### src/rtl/sram_arbiter.sv
// Two-port arbiter in front of a single-port SRAM: registers the winning command, returns read data 2 cycles after grant.
// Define ARB_ROUND_ROBIN_EN for the owner FSM with MAX_BURST fairness; otherwise port 0 has fixed priority.
module sram_arbiter #(
  parameter int AW        = 12,
  parameter int DW        = 16,
  parameter int MAX_BURST = 4
) (
  input  logic          clk,
  input  logic          rst,
  input  logic          req0,
  input  logic          we0,
  input  logic [AW-1:0] addr0,
  input  logic [DW-1:0] wdata0,
  output logic          gnt0,
  output logic          rvalid0,
  output logic [DW-1:0] rdata0,
  input  logic          req1,
  input  logic          we1,
  input  logic [AW-1:0] addr1,
  input  logic [DW-1:0] wdata1,
  output logic          gnt1,
  output logic          rvalid1,
  output logic [DW-1:0] rdata1,
  output logic [AW-1:0] sram_addr,
  output logic [DW-1:0] sram_din,
  output logic          sram_we,
  input  logic [DW-1:0] sram_dout
);

  if (MAX_BURST < 1 || MAX_BURST > 15) begin : g_bad_burst
    $error("MAX_BURST must be in 1..15");
  end

`ifdef ARB_ROUND_ROBIN_EN
  typedef enum logic [1:0] {IDLE, OWN0, OWN1} owner_e;

  localparam logic [3:0] BURST_MAX = 4'(MAX_BURST);

  owner_e     owner_q, owner_d;
  logic [3:0] burst_cnt_q, burst_cnt_d;
  logic       last_gnt_q, last_gnt_d;
  logic       pick0, pick1;

  always_comb begin
    pick0       = 1'b0;
    pick1       = 1'b0;
    owner_d     = owner_q;
    burst_cnt_d = burst_cnt_q;
    last_gnt_d  = last_gnt_q;
    case (owner_q)
      OWN0: begin
        if (req0 && (!req1 || burst_cnt_q < BURST_MAX)) pick0 = 1'b1;
        else if (req1)                                  pick1 = 1'b1;
      end
      OWN1: begin
        if (req1 && (!req0 || burst_cnt_q < BURST_MAX)) pick1 = 1'b1;
        else if (req0)                                  pick0 = 1'b1;
      end
      default: begin
        // A tie from idle goes to whichever port was not served last.
        if (req0 && req1) begin
          pick0 = last_gnt_q;
          pick1 = !last_gnt_q;
        end else begin
          pick0 = req0;
          pick1 = req1;
        end
      end
    endcase

    if (pick0) begin
      owner_d     = OWN0;
      last_gnt_d  = 1'b0;
      burst_cnt_d = (owner_q != OWN0) ? 4'd1 :
                    (burst_cnt_q < BURST_MAX) ? burst_cnt_q + 4'd1 : burst_cnt_q;
    end else if (pick1) begin
      owner_d     = OWN1;
      last_gnt_d  = 1'b1;
      burst_cnt_d = (owner_q != OWN1) ? 4'd1 :
                    (burst_cnt_q < BURST_MAX) ? burst_cnt_q + 4'd1 : burst_cnt_q;
    end else begin
      owner_d     = IDLE;
      burst_cnt_d = 4'd0;
    end

    gnt0 = pick0 && !rst;
    gnt1 = pick1 && !rst;
  end

  always_ff @(posedge clk) begin
    if (rst) begin
      owner_q     <= IDLE;
      burst_cnt_q <= 4'd0;
      last_gnt_q  <= 1'b1;
    end else begin
      owner_q     <= owner_d;
      burst_cnt_q <= burst_cnt_d;
      last_gnt_q  <= last_gnt_d;
    end
  end
`else
  always_comb begin
    gnt0 = req0 && !rst;
    gnt1 = req1 && !req0 && !rst;
  end
`endif

  logic [AW-1:0] sram_addr_q, sram_addr_d;
  logic [DW-1:0] sram_din_q, sram_din_d;
  logic          sram_we_q, sram_we_d;
  logic [1:0]    rd0_pipe_q, rd0_pipe_d;
  logic [1:0]    rd1_pipe_q, rd1_pipe_d;

  always_comb begin
    sram_addr_d = sram_addr_q;
    sram_din_d  = sram_din_q;
    sram_we_d   = 1'b0;
    if (gnt0) begin
      sram_addr_d = addr0;
      sram_din_d  = wdata0;
      sram_we_d   = we0;
    end else if (gnt1) begin
      sram_addr_d = addr1;
      sram_din_d  = wdata1;
      sram_we_d   = we1;
    end
    // Stage 0: read accepted; stage 1: SRAM has sampled, data on sram_dout.
    rd0_pipe_d = {rd0_pipe_q[0], gnt0 && !we0};
    rd1_pipe_d = {rd1_pipe_q[0], gnt1 && !we1};
  end

  always_ff @(posedge clk) begin
    if (rst) begin
      sram_addr_q <= '0;
      sram_din_q  <= '0;
      sram_we_q   <= 1'b0;
      rd0_pipe_q  <= '0;
      rd1_pipe_q  <= '0;
    end else begin
      sram_addr_q <= sram_addr_d;
      sram_din_q  <= sram_din_d;
      sram_we_q   <= sram_we_d;
      rd0_pipe_q  <= rd0_pipe_d;
      rd1_pipe_q  <= rd1_pipe_d;
    end
  end

  assign sram_addr = sram_addr_q;
  assign sram_din  = sram_din_q;
  assign sram_we   = sram_we_q;
  assign rvalid0   = rd0_pipe_q[1];
  assign rvalid1   = rd1_pipe_q[1];
  assign rdata0    = sram_dout;
  assign rdata1    = sram_dout;

endmodule

### config.mk
export PLATFORM = sky130hd
export DESIGN_NAME = sram_arbiter
export DESIGN_NICKNAME = d
export VERILOG_FILES = /design/src/rtl/sram_arbiter.sv
export SDC_FILE = /design/constraint.sdc
export NUM_CORES = 1
export LEC_CHECK = 0
export CORE_MARGIN = 2
export CORE_UTILIZATION = 30
export CTS_BUF_LIST = sky130_fd_sc_hd__clkbuf_16
export CTS_CLUSTER_DIAMETER = 40
export DETAILED_ROUTE_END_ITERATION = 8
export DONT_BUFFER_PORTS = 1
export GPL_TIMING_DRIVEN = 1
export PLACE_DENSITY = 0.54
export REMOVE_ABC_BUFFERS = 1
export SLEW_MARGIN = 20
export SYNTH_ARGS = -nofsm -noshare
export SYNTH_HDL_FRONTEND = slang
export SYNTH_SLANG_ARGS = --single-unit
### constraint.sdc
create_clock -name clk -period 1.3 [get_ports clk]
set_input_delay 0.065 -clock clk [delete_from_list [all_inputs] [get_ports clk]]
set_output_delay 0.065 -clock clk [all_outputs]
set_load 0.05 [all_outputs]
==> results of run 1 <==
## sequential cells by signal (all words and copies together), names as in the netlist
| name | cells |
|---|---|
| rd0_pipe_q | 2 |
| rd1_pipe_q | 2 |
| sram_addr | 12 |
| sram_din | 16 |
| sram_we | 1 |
## critical path, cell delays in order
cell                            delay (ns)
sky130_fd_sc_hd__dlygate4sd3_1        0.56
sky130_fd_sc_hd__nand3b_1             0.16
sky130_fd_sc_hd__a21oi_1              0.13
sky130_fd_sc_hd__dlygate4sd3_1        0.54
## per-layer routing
metal	vias up	routed length (um)
met5	-	54
met4	2	119
met3	12	680
met2	97	2230
met1	559	1880
li1	570	-
## cell usage after synthesis (all sizes together)
cell type / number / area share
and2b: 1 / 0.0040
nor3: 1 / 0.0027
buf: 43 / 0.18
nand3b: 1 / 0.0040
mux2i: 28 / 0.15
a211oi: 28 / 0.19
nor3b: 1 / 0.0066
dfxtp: 33 / 0.35
nor2b: 30 / 0.10
a21oi: 1 / 0.0027
inv: 1 / 0.0020
nand2: 1 / 0.0020
nor2: 1 / 0.0020
clkbuf: 3 / 0.0060
## cells in the final DEF, fill, tap and decap left out
cell / instances
sky130_fd_sc_hd__nor2_1: 1
sky130_fd_sc_hd__dfxtp_1: 33
sky130_fd_sc_hd__nand2_1: 1
sky130_fd_sc_hd__and2b_1: 1
sky130_fd_sc_hd__a21oi_1: 1
sky130_fd_sc_hd__inv_1: 1
sky130_fd_sc_hd__mux2i_1: 28
sky130_fd_sc_hd__clkbuf_16: 5
sky130_fd_sc_hd__nor3_1: 1
sky130_fd_sc_hd__buf_12: 3
sky130_fd_sc_hd__nor3b_2: 1
sky130_fd_sc_hd__dlygate4sd3_1: 9
sky130_fd_sc_hd__nor2b_1: 30
sky130_fd_sc_hd__nand3b_1: 1
sky130_fd_sc_hd__buf_4: 30
sky130_fd_sc_hd__clkinv_2: 2
sky130_fd_sc_hd__inv_2: 1
sky130_fd_sc_hd__a211oi_2: 28
## cell families (layout without fill, tap and decap cells)
group,after synthesis,in the layout
and+or+nand+nor,36,36
AOI/OAI and AO/OA,29,29
muxes,28,28
buffers and inverters,47,51
DFF,33,33
## worst paths after layout
check                                   start             to  slack [ns]
worst max-delay path                     req0        sram_we        0.06
worst max register to register    sram_din[3]    sram_din[3]        0.06
worst min register to register  rd1_pipe_q[0]  rd1_pipe_q[1]        0.44
worst min-delay path                     req0  rd1_pipe_q[0]        0.01
## power groups by stage
stage                     clock (uW)  sequential, uW  combinational [uW]
final                           1100            1130                 626
after global routing            1180            1140                 655
after CTS                       1130            1130                 634
after detailed placement           0            1150                 581
after global placement             0            1150                 572
after floorplan                    0            1380                 202
## per-stage QoR
step | utilization | total power (uW) | hold slack [ns] | cells | worst slack, ns
after floorplan | - | 1580 | 0.130 | 127 | 0.212
after global placement | 0.315 | 1720 | 0.130 | 234 | 0.593
after detailed placement | 0.315 | 1740 | 0.130 | 234 | 0.556
after CTS | 0.357 | 2900 | 0.000528 | 252 | 0.0617
after global routing | 0.357 | 2970 | 0.0126 | 252 | 0.00502
final | 0.357 | 2860 | 0.00990 | 252 | 0.0621
## final cells by class
| class | count | area, um2 |
|---|---|---|
| clock buffer | 5 | 125 |
| fill | 607 | 3850 |
| inverter | 1 | 3.75 |
| tap | 75 | 93.8 |
| multi-input combinational | 93 | 863 |
| clock inverter | 3 | 13.8 |
| sequential | 33 | 661 |
| timing repair buffer | 42 | 375 |
## what timing repair did
item / CTS / global route
hold buffers: 10 / 0
setup endpoints to repair: 0 / 1
endpoints found under the hold margin: 33 / 0
==> impl_summary.md, run 1 <==
Clock tree
The number of gates given a new drive strength after cts is 0. The CTS tree is done. The clock passes through at most 2 buffers. Clock tree synthesis selected as its root buffer the cell sky130_fd_sc_hd__clkbuf_16. In this run the number of H-tree levels came out at 2. Clock latency on the worst-skew pair, taken at its later pin, is 0.27 ns. The clock net sink count is 33. Post-CTS timing repair inserted 0 buffers for setup.

Clock-pin slew was measured on the worst setup and hold paths at 0.05 ns. The number of CTS-inserted buffers is 5.

Critical path
The type of element capturing the critical path is a flip-flop. Data arrives at the worst endpoint at 1.46 ns. The worst setup path is launched from an input port.

The critical path is of the input port to flip-flop type. Of all nets on the critical path, the largest fanout is 31. At the worst endpoint, the required time is 1.52 ns. For the worst flop-to-flop path, the logic depth is 3.

Logic synthesis
In this run, synthesis produced a sequential element count of 33. By area, the combinational part of the netlist is dominated by buffers and inverters. Counting every instance in the synthesized netlist gives 173. The count of different cell masters after synthesis is 17.

Of the total synthesized cell area, the portion taken by full adders, half adders and majority gates is 0. Of the total synthesized cell area, the portion taken by AND, OR, NAND and NOR gates is 0.121. A synthesized cell averages 10.9 um2.

The compound-cell area share of the yosys netlist is 0.188. The number of warnings issued by yosys is 0. The area share of xor/xnor cells in the synthesized design is 0. The multiplexer share of the synthesized area is 0.149. The portion of the post-synthesis area used by sequential elements is 0.350. Summing every instance area after synthesis gives 1890 um2.

Cells and area
Of the cells placed in the final design, the portion with a size suffix greater than 1 is 0.395. The final net count is 254. The synthesis-to-layout area growth is 13.3%.

With fillers left out, the area of the finished cells amounts to between 2000 and 2500 um2. 0 antenna diodes ended up in the layout.

Global route
The met1 routing resource usage after global routing is 0.144. In the global route stage, met2 resource usage came out at 0.208. The sum of overflow across all layers after global routing is 0. Entering global routing, the biggest net connects 32 pins.

The number of antenna violations at the first check in global routing was 0. For met3 alone, demand over resource in global routing was 0.105. The first-pass GRT wire length is roughly 7400 um. The layer carrying the most global-route usage is met2. The via count of the first global-routing pass is 1339.

Across every metal layer, demand over resource in global routing totals 0.140.

Floorplanning
The core box area is ~6000 um2. The die covers 6940 um2. The top-level I/O count is roughly 140. The initial utilization of the core area, before any placement, comes to 0.315. In this run the vertical extent of the chip is ~83 um. The floorplan step set the die width to approximately 83 um. In this run the core area contains 28 standard-cell rows.

Drt
The vias per cell is 4.92. The number of remaining DRC errors is 0. The routed wire length per instance is 19.7 um. The via total after detailed routing is 1240.

The number of antenna-violating nets in the routed design is 0. The first routing iteration left 26 violations. The final layout contains routed wiring with a total length of 4960 um. For this run, the detailed router's first-pass iteration total came to 4.

Power
For this design the static power due to leakage is 0.000887 uW. Of the total power, registers draw 0.396. The analysis attributes to net switching a power of 834 uW. Of the total power, combinational logic draws 0.219. Of the total power, the clock network draws 0.384. The internal power summed over all cells is 2020 uW. The worst ir drop on vdd is between 0.6 and 0.7 mV. The switching part of the total is 0.292.

For this design the ratio of total power to cell area is 1340 nW/um2.

Min path
The depth of the worst hold-timing path is 2. The type of the most critical hold path is input port to flip-flop.

Status
The flow ran to the end, and the final reports show no timing, DRC or antenna violations.

STA
Setup violations remaining at the end of the flow were counted as 0. The max-slew violation count was 0. The number of hold-slack violations in the final timing report is 0.

Adding up every negative setup slack in the final design gives 0 ns. The tightest slew margin relative to the limit is 0.658. The part of the cycle the worst path needs is 0.952.

Setup repair after global routing left no endpoint under its margin. Timing would allow up to between 800 and 900 MHz. The clock arrives with 0.00274 ns of skew. The final critical path time including I/O delays and setup is ~1.2 ns. At the pin with the least slew margin, the transition time is 0.512 ns.

Placed design
The count of port buffers added during placement is 0. Routability-driven placement finished with a final weighted congestion of roughly 0.74. The placed wire-length estimate after detailed placement is 3800 um. After detailed placement, the total cell area comes to 1890 um2.

Flow run
Max-cap violations in this run came to 0.
Power figures use the tool's default switching activity.
==> inputs of run 2 (changes only) <==
CORE_ASPECT_RATIO = 0.8   (was unset)
==> run 2 against run 1 <==
Total power barely moved. Routed wire length increased by 1.0%. Cell count is 2.0% higher. Critical path depth is 1 lower. Clock-buffer cell count stayed put. Critical path type is now flip-flop to flip-flop. Highest routed layer is now met4. Die area is essentially flat. Global-route usage hardly changed.
==> impl_summary.md, run 2 (same netlist as run 1, synthesis figures left out) <==
Global route
The maximum number of pins on one net before global-route repair is 32 (unchanged). The first-pass GRT wire length is 7090 um (-4.1%). The sum of overflow across all layers after global routing came to 0 (unchanged). The number of antenna violations at the first check in global routing is 0 (unchanged). The global-route total usage across every layer is 0.140 (+0.000416). The via count of the first global-routing pass was 1353 (+1.0%).

Drt
The number of antenna-violating nets in the routed design is 0 (unchanged). The first-iteration detailed-routing DRC count came to 35 (+35%). The number of remaining DRC errors is 0 (unchanged). The routed wire length per instance is 19.5 um (-0.92%). The routed wire length is 5010 um (+1.0%). The detailed-router iteration count before antenna repair came to 4 (unchanged). The via total after detailed routing is 1289 (+4.0%). The vias per cell is 5.02 (+1.9%).

STA
The summed negative setup slack over all endpoints came to 0 ns (unchanged). The number of failing setup endpoints in the final timing report is 0 (unchanged). The number of hold-slack violations in the final timing report came to 0 (unchanged). The final critical path time including I/O delays and setup was 1.24 ns (+0.00532 ns). The max-slew violation count is 0 (unchanged). Setup repair after global routing left no endpoint under its margin. The part of the cycle the worst path needs is 0.956 (+0.00409). The worst-margin pin slew was 0.497 ns (-0.0147 ns). The achievable clock frequency is 804 MHz (-0.43%). The tightest slew margin relative to the limit is 0.668 (+0.00984). The setup slack of the critical path after layout came to 0.0567 ns (-0.00532 ns). The maximum clock skew at final layout is 0.000119 ns (-0.00262 ns).

Floorplanning
The vertical extent of the die came to 74.9 um (-10%). The top-level I/O count came to 143 (unchanged). The core box area was 6010 um2 (+0.25%). The overall die area is 6940 um2 (about the same). The starting density of the core was 0.314 (-0.000787). The die boundary width is 92.6 um (+11%). The number of rows created at floorplan is 25 (-11%).

Clock tree
The insertion delay to the later sink of the worst-skew pair came to 0.27 ns (about the same). The number of H-tree levels was 2 (unchanged). The post-CTS setup buffer count is 0 (unchanged). The post-CTS clock slew at the launch and capture registers of the worst setup and hold paths was 0.05 ns (about the same).

The clock net sink count is 33 (unchanged). The buffer depth of the longest clock path is 2 (unchanged). The CTS tree is done. The root buffer selected by CTS is sky130_fd_sc_hd__clkbuf_16. The number of CTS-inserted buffers is 5 (unchanged).

Critical path
The data required time at the worst endpoint is 1.46 ns (-0.06 ns). The type of element capturing the critical path is a flip-flop. The signal arrival time at the worst endpoint is 1.40 ns (-0.06 ns).

The top fanout value on the critical path is 2 (-94%). The classification of the worst setup path is flip-flop to flip-flop. Among all stages on the critical path, the largest delay is contributed by sky130_fd_sc_hd__dlygate4sd3_1. The maximum cell stage delay along the critical path is 0.57 ns (about the same). The critical path goes through mux2i_1, a211oi_2, dlygate4sd3_1. STA classifies the critical path startpoint as a flip-flop.

Power
The internal power summed over all cells is 2020 uW (-0.33%). The combinational power share was 0.219 (about the same). The worst ir drop on vdd is 0.415 mV (-33%). The part of the total power dissipated in sequential elements is 0.396 (about the same). The part of the total power dissipated in the clock network is 0.385 (about the same). The net switching power was 839 uW (+0.59%). The total power density per cell area is 1350 nW/um2 (+0.65%). The switching part of the total is 0.294 (+0.00191).

The cell leakage power came to 0.000875 uW (-1.3%).

Placed design
The global placer's final weighted congestion is 0.716 (-3.8%). The placement-stage cell area was 1880 um2 (-0.27%). The worst slack after detailed placement is 0.503 ns (-0.0526 ns). The count of port buffers added during placement is 0 (unchanged). The placed wire-length estimate after detailed placement was 3570 um (-6.2%).

Cells and area
The number of flip-flops under the largest register name is 16 (unchanged). In the layout the commonest cells are sky130_fd_sc_hd__dfxtp_1 (33), sky130_fd_sc_hd__buf_4 (31), sky130_fd_sc_hd__nor2b_1 (30). The synthesis-to-layout area growth is 12.5%. The final net count came to 253 (-0.39%).

The library cell used most frequently in the layout, excluding fill and tap cells, is sky130_fd_sc_hd__dfxtp_1. The post-layout instance area is 2120 um2 (-0.70%). The share of layout cells above drive strength 1 is 0.398 (+0.00225). The antenna diode instance count is 0 (unchanged).

Flow run
The total of max-cap violations is 0 (unchanged).

Min path
The type of the most critical hold path is input port to flip-flop.

Status
The run finished with clean final reports.
[run 2: cell count changes in the layout (fill, tap and decap cells not counted), sizes merged]
cell         change
dlygate4sd3      -1
[run 2: power by group through the flow]
stage / logic [uW] / registers (uW) / clock network, uW
after floorplan: 202 / 1380 / 0
after global placement: 567 / 1150 / 0
after detailed placement: 579 / 1150 / 0
after CTS: 631 / 1130 / 1130
after global routing: 658 / 1140 / 1170
final: 626 / 1130 / 1100
[run 2: critical path: cells and delay by family, from the launching register on]
kind / cells / cell delay [ns]
buf+inv: 1 / 0.57
mux: 1 / 0.17
compound gates: 1 / 0.09
flops: 1 / 0.31
[run 2: final timing paths]
path	startpoint	to	slack [ns]	depth (start not counted)
worst min register to register	rd1_pipe_q[0]	rd1_pipe_q[1]	0.44	1
worst max register to register	sram_din[4]	sram_din[4]	0.06	3
worst max-delay path	sram_din[4]	sram_din[4]	0.06	3
worst min-delay path	rst	rd1_pipe_q[0]	0.01	2
[run 2: final cells by class]
class / instances / area [um2]
clock buffers: 5 / 125
clock inverters: 3 / 13.8
multi-input cells: 93 / 863
well taps: 81 / 101
inverters: 1 / 3.75
flip-flops and latches: 33 / 661
fillers: 621 / 3880
repair buffers: 41 / 353
[run 2: what timing repair did]
item                                    4_1_cts  5_1_grt
endpoints found under the setup margin        0        1
gates resized for setup                       0        0
endpoints found under the hold margin        33        1
hold buffers                                  9        1
[run 2: metal layers]
metal	global-route usage	wire length [um]	vias to the layer above
met5	0.0347	0	-
met4	0.0572	68	0
met3	0.0931	731	8
met2	0.212	2240	103
met1	0.155	1970	612
li1	-	-	566
[run 2: through the flow]
step	power [uW]	cells	utilization	hold slack, ns
final	2850	257	0.353	0.0114
after global routing	2970	257	0.353	0.0133
after CTS	2890	257	0.353	0.00627
after detailed placement	1730	240	0.313	0.131
after global placement	1710	240	0.313	0.131
after floorplan	1580	127	-	0.130
